$ cat src/rtl/add32_sched_pkg.sv
// Shared types and constants for the round-robin scheduled 32-bit adder.
// Pipeline stage records are packed so they can be cleared and compared as single vectors.
package add32_sched_pkg;

    localparam int N_REQ_DEF = 4;
    localparam int DATA_W    = 32;
    localparam int ID_W      = $clog2(N_REQ_DEF);

    typedef logic [ID_W-1:0] req_id_t;

    typedef struct packed {
        logic [DATA_W-1:0] a;
        logic [DATA_W-1:0] b;
        req_id_t           id;
        logic              valid;
    } p0_t;

    typedef struct packed {
        logic [DATA_W-1:0] c;
        req_id_t           id;
        logic              valid;
    } p1_t;

endpackage

$ cat src/rtl/add32.sv
// The existing combinational 32-bit adder; the carry-out is intentionally discarded.
module add32 (
    input  logic [31:0] a,
    input  logic [31:0] b,
    output logic [31:0] c
);

    assign c = a + b;

endmodule

$ cat src/rtl/rr_arbiter.sv
// Combinational round-robin arbiter: picks the first asserted request at or after ptr,
// wrapping modulo N_REQ. The pointer policy is owned by the caller.
module rr_arbiter #(
    parameter int N_REQ = 4,
    parameter int ID_W  = $clog2(N_REQ)
) (
    input  logic [N_REQ-1:0] req,
    input  logic [ID_W-1:0]  ptr,
    output logic [N_REQ-1:0] grant,
    output logic [ID_W-1:0]  grant_idx,
    output logic             any
);

    int              pos;
    logic [ID_W-1:0] idx;

    always_comb begin
        // NOTE: every output gets a default first so no path through the loop can infer a latch.
        grant     = '0;
        grant_idx = '0;
        any       = 1'b0;
        pos       = 0;
        idx       = '0;
        for (int off = 0; off < N_REQ; off++) begin
            pos = int'(ptr) + off;
            if (pos >= N_REQ) begin
                pos = pos - N_REQ;
            end
            idx = ID_W'(pos);
            if (!any && req[idx]) begin
                any        = 1'b1;
                grant[idx] = 1'b1;
                grant_idx  = idx;
            end
        end
    end

endmodule

$ cat src/rtl/add32_rr_scheduler.sv
// Shares one add32 among N_REQ valid/ready requesters through a 2-stage pipeline
// (operand register -> add32 -> result register) with round-robin admission.
module add32_rr_scheduler
    import add32_sched_pkg::*;
#(
    parameter int N_REQ = N_REQ_DEF
) (
    input  logic                    clk,
    input  logic                    rst_n,
    input  logic [N_REQ-1:0]        req_valid,
    input  logic [N_REQ*DATA_W-1:0] req_a,
    input  logic [N_REQ*DATA_W-1:0] req_b,
    output logic [N_REQ-1:0]        req_ready,
    output logic                    rsp_valid,
    output logic [DATA_W-1:0]       rsp_c,
    output logic [ID_W-1:0]         rsp_id,
    input  logic                    rsp_ready,
    output logic                    busy
);

    // The tag width comes from the package, so N_REQ must fit in it.
    if (N_REQ < 2 || N_REQ > (1 << ID_W)) begin : g_bad_n_req
        $error("add32_rr_scheduler: N_REQ=%0d does not fit ID_W=%0d", N_REQ, ID_W);
    end

    p0_t               p0;
    p1_t               p1;
    req_id_t           rr_ptr;

    logic [N_REQ-1:0]  grant;
    req_id_t           grant_idx;
    logic              any_req;
    logic              advance;
    logic              handshake;
    logic [DATA_W-1:0] sel_a;
    logic [DATA_W-1:0] sel_b;
    logic [DATA_W-1:0] sum_c;

    rr_arbiter #(
        .N_REQ (N_REQ),
        .ID_W  (ID_W)
    ) u_arb (
        .req       (req_valid),
        .ptr       (rr_ptr),
        .grant     (grant),
        .grant_idx (grant_idx),
        .any       (any_req)
    );

    add32 u_add32 (
        .a (p0.a),
        .b (p0.b),
        .c (sum_c)
    );

    // The whole pipe moves together; a stalled result freezes both stages.
    assign advance   = !p1.valid || rsp_ready;
    assign handshake = any_req && advance;
    assign req_ready = grant & {N_REQ{advance && rst_n}};

    always_comb begin
        sel_a = '0;
        sel_b = '0;
        for (int i = 0; i < N_REQ; i++) begin
            if (grant[i]) begin
                sel_a = req_a[i*DATA_W +: DATA_W];
                sel_b = req_b[i*DATA_W +: DATA_W];
            end
        end
    end

    always_ff @(posedge clk or negedge rst_n) begin
        if (!rst_n) begin
            // NOTE: data and tag fields are cleared too, so rsp_c/rsp_id read 0 out of reset.
            p0     <= '0;
            p1     <= '0;
            rr_ptr <= '0;
        end else if (advance) begin
            // NOTE: non-blocking assignments let p1 capture the old p0 while p0 reloads.
            p1 <= '{c: sum_c, id: p0.id, valid: p0.valid};
            p0 <= '{a: sel_a, b: sel_b, id: grant_idx, valid: handshake};
            if (handshake) begin
                rr_ptr <= (grant_idx == ID_W'(N_REQ - 1)) ? '0 : grant_idx + 1'b1;
            end
        end
    end

    assign rsp_valid = p1.valid;
    assign rsp_c     = p1.c;
    assign rsp_id    = p1.id;
    assign busy      = p0.valid || p1.valid;

endmodule

$ cat config.mk
export PLATFORM = sky130hd
export DESIGN_NAME = add32_rr_scheduler
export DESIGN_NICKNAME = d
export VERILOG_FILES = /design/src/rtl/add32_sched_pkg.sv /design/src/rtl/add32.sv /design/src/rtl/rr_arbiter.sv /design/src/rtl/add32_rr_scheduler.sv
export SDC_FILE = /design/constraint.sdc
export NUM_CORES = 1
export LEC_CHECK = 0
export ABC_AREA = 1
export CORE_AREA = 4 4 161 132
export DETAILED_ROUTE_END_ITERATION = 8
export DIE_AREA = 0 0 165 136
export PLACE_DENSITY = 0.8
export SYNTH_ARGS = -nofsm -noshare
export SYNTH_HDL_FRONTEND = slang
export SYNTH_SLANG_ARGS = --single-unit
$ cat constraint.sdc
create_clock -name clk -period 4.2 [get_ports clk]
set_input_delay 1.26 -clock clk [delete_from_list [all_inputs] [get_ports clk]]
set_output_delay 1.26 -clock clk [all_outputs]
set_load 0.05 [all_outputs]
==> impl_metrics.ini <==
[floorplan]
dieHeight_um = 136
initial_core_util = 0.442
io_pins = 303
die-width_um = 165
rows = 46
dieArea_um2 = 22400
coreArea_um2 = 19600

[final_layout]
fill_cells = 1848
multi_input_area_um2 = 5290
final_layout_size_suffix_gt1_frac = 0.0584
antenna_cells = 0
fin_cells = 1874
nNetsFinal = 1908
area.sequential_um2 = 2600
utilization = 0.619
syn_to_final_growth_pct = 40.2

[synth]
synth.top_cells.by_area = dfrtp_1, nand2_1, a21oi_1
seq_area_frac_synth = 0.300
post-synth-top-count-cell = nand2_1
synth_ff_type = dfrtp_1
syn-num-nets = 1649
ys_async_sr_fraction = 1.00
synth-edff-count = 0
ys_top_cells_by_count = nand2_1, a21oi_1, inv_1
synth_seq_cells = 104
avgSynthCellArea_um2 = 6.44
synth.distinct_cells = 42
synth_top_cell_by_area = dfrtp_1
syn_inst = 1346
syn_area_um2 = 8670
synth_warnings = 0
synth_top_area_share = 0.300

[placed_design]
place_congestion = 0.997
pre_cts_ws_ns = -0.0349
dp_cells = 1855
dpl.hpwl_um = 24800
place.port_buffers = 302

[grt]
overflow = 0
grtUsageTotal = 0.279
antenna_found_initial = 0
grt_max_degree = 121
grt_pass1_wl_um = 49400
grt_pass1_vias = 9310

[sta]
drv_slew = 0
worstMarginPinSlew_ns = 1.07
slew_headroom = 0.288
setup_viol = 0
finalHoldViolCount = 0
fin_skew_ns = 0.00770
setup_tns_ns = 0
fin_crit_sh = 0.982
fmaxAchievable_mhz = 243
period_minus_slack_ns = 4.12
setup_slack_ns = 0.0773

[pwr]
leakagePower_nw = 5.90
pwr_density_cell_nw_per_um2 = 1010
ir_drop_mv = 0.526
fin_total_pwr_mw = 12.3

[cts]
cts_buffer_depth = 2
tritoncts = built
cts_inserted_buffers = 9
htreeDepth = 3
clockRootBuffer = clkbuf_16
clock_latency_ns = 0.36
cts.sinks = 104
cts.clk_slew.worst_paths_ns = 0.07
cts_hold_buf = 0

[critical_path]
timing.rr.end = p0[61]
crit_fanout = 6
cp.required_ns = 2.94
worstRegToRegCells = 17
arrival_ns = 2.86
start_kind = primary input
reg2reg_from = rr_ptr[0]
critPathLaunch = req_valid[2]
critPathKind = in -> out
worstSetupEndpointType = output pin
ff2ff_setup_slack_ns = 0.80

[drt]
vias = 9859
drt-pass1-iter-count = 6
routedWlPerCell_um = 16.8
remaining_drc_errors = 0
wirelength_um = 31400
via_per_inst = 5.26
drt-initial-drc-count = 802
ant_nets = 0

[run_status]
status = finished, final reports clean

[worst_hold_path]
hold_path_end = rsp_valid
min_path_cells = 2
min_path_type = reg -> reg
min-delay-start = p0[0]

[job]
drv_cap = 0
-- power by group --
part           switching, mW  leakage [nW]  internal (mW)
registers              0.422          1.25           1.57
clock network          0.383         0.135          0.435
logic                   6.26          4.52           3.24
total                   7.07          5.90           5.24
-- repair_timing --
action | 4_1_cts | 5_1_grt
pin swaps | 0 | 7
setup endpoints to repair | 4 | 4
gates resized for setup | 2 | 18
setup buffers | 0 | 3
-- cells by family (layout without fill, tap and decap cells) --
| family | after synthesis | count (layout) | synth area share |
|---|---|---|---|
| AOI/OAI and AO/OA | 289 | 289 | 0.192 |
| xor gates and xnor gates | 7 | 7 | 0.00707 |
| adders and majority gates | 40 | 40 | 0.0586 |
| buffers and inverters | 184 | 448 | 0.0953 |
| DFF | 104 | 104 | 0.300 |
| and+or+nand+nor | 722 | 722 | 0.347 |
-- cells in the final DEF, fill, tap and decap left out, types with 4 or more instances in the layout --
master             n
o21a_1            42
clkbuf_16          9
o211ai_1           5
nand2_2           14
or2_2              5
a21oi_1          169
xnor2_1            6
a21oi_2           18
nor3_1             8
nor2_4             4
inv_1            103
o21ai_0           40
nor2_1            66
nand4_1           10
inv_2             10
clkdlybuf4s50_1  296
ha_1              39
dfrtp_1          104
nand3b_1           8
nand2_1          499
nand3_1           99
buf_12             6
buf_4             13
-- layer usage --
layer	routed length (um)	GRT usage
met3	2150	0.0564
met2	14600	0.445
met4	464	0.0545
met1	14300	0.395
met5	0	0
-- critical path: stages --
cell             delay (ns)
clkdlybuf4s50_1        0.45
inv_2                  0.08
nand2_2                0.06
nand3_4                0.12
nand2_8                0.09
inv_2                  0.07
nand2_2                0.06
nor2_4                 0.16
nand2_1                0.08
nand3_2                0.11
nand2_2                0.09
inv_2                  0.08
buf_6                  0.16
-- flip-flops by register name, indices dropped and copies added (netlist names) --
register,count
rsp_id,2
p0,67
rsp_c,32
rr_ptr,2
rsp_valid,1
-- through the flow --
stage	hold slack, ns	cell area [um2]
finish	0.465	12200
CTS	0.466	12100
global placement	0.448	11800
global route	0.498	12200
detailed placement	0.447	11800
floorplan	0.431	8670
-- how the worst max path moves through the flow --
| stage | to | slack, ns | cells past startpoint |
|---|---|---|---|
| finish | req_ready[0] | 0.08 | 13 |
| global route | req_ready[1] | -0.004 | 11 |
| CTS | req_ready[2] | -0.0003 | 10 |
| detailed placement | req_ready[2] | -0.03 | 10 |
| global placement | req_ready[2] | -0.01 | 10 |
| floorplan | req_ready[2] | 0.30 | 10 |
-- final cells by class --
class                   count  area share
inverters                 114      0.0354
well taps                 264      0.0272
multi-input cells        1058       0.435
clock buffers              12      0.0211
flip-flops and latches    104       0.214
clock inverters             4     0.00237
repair buffers            318       0.265
(Power assumes the default switching activity.)
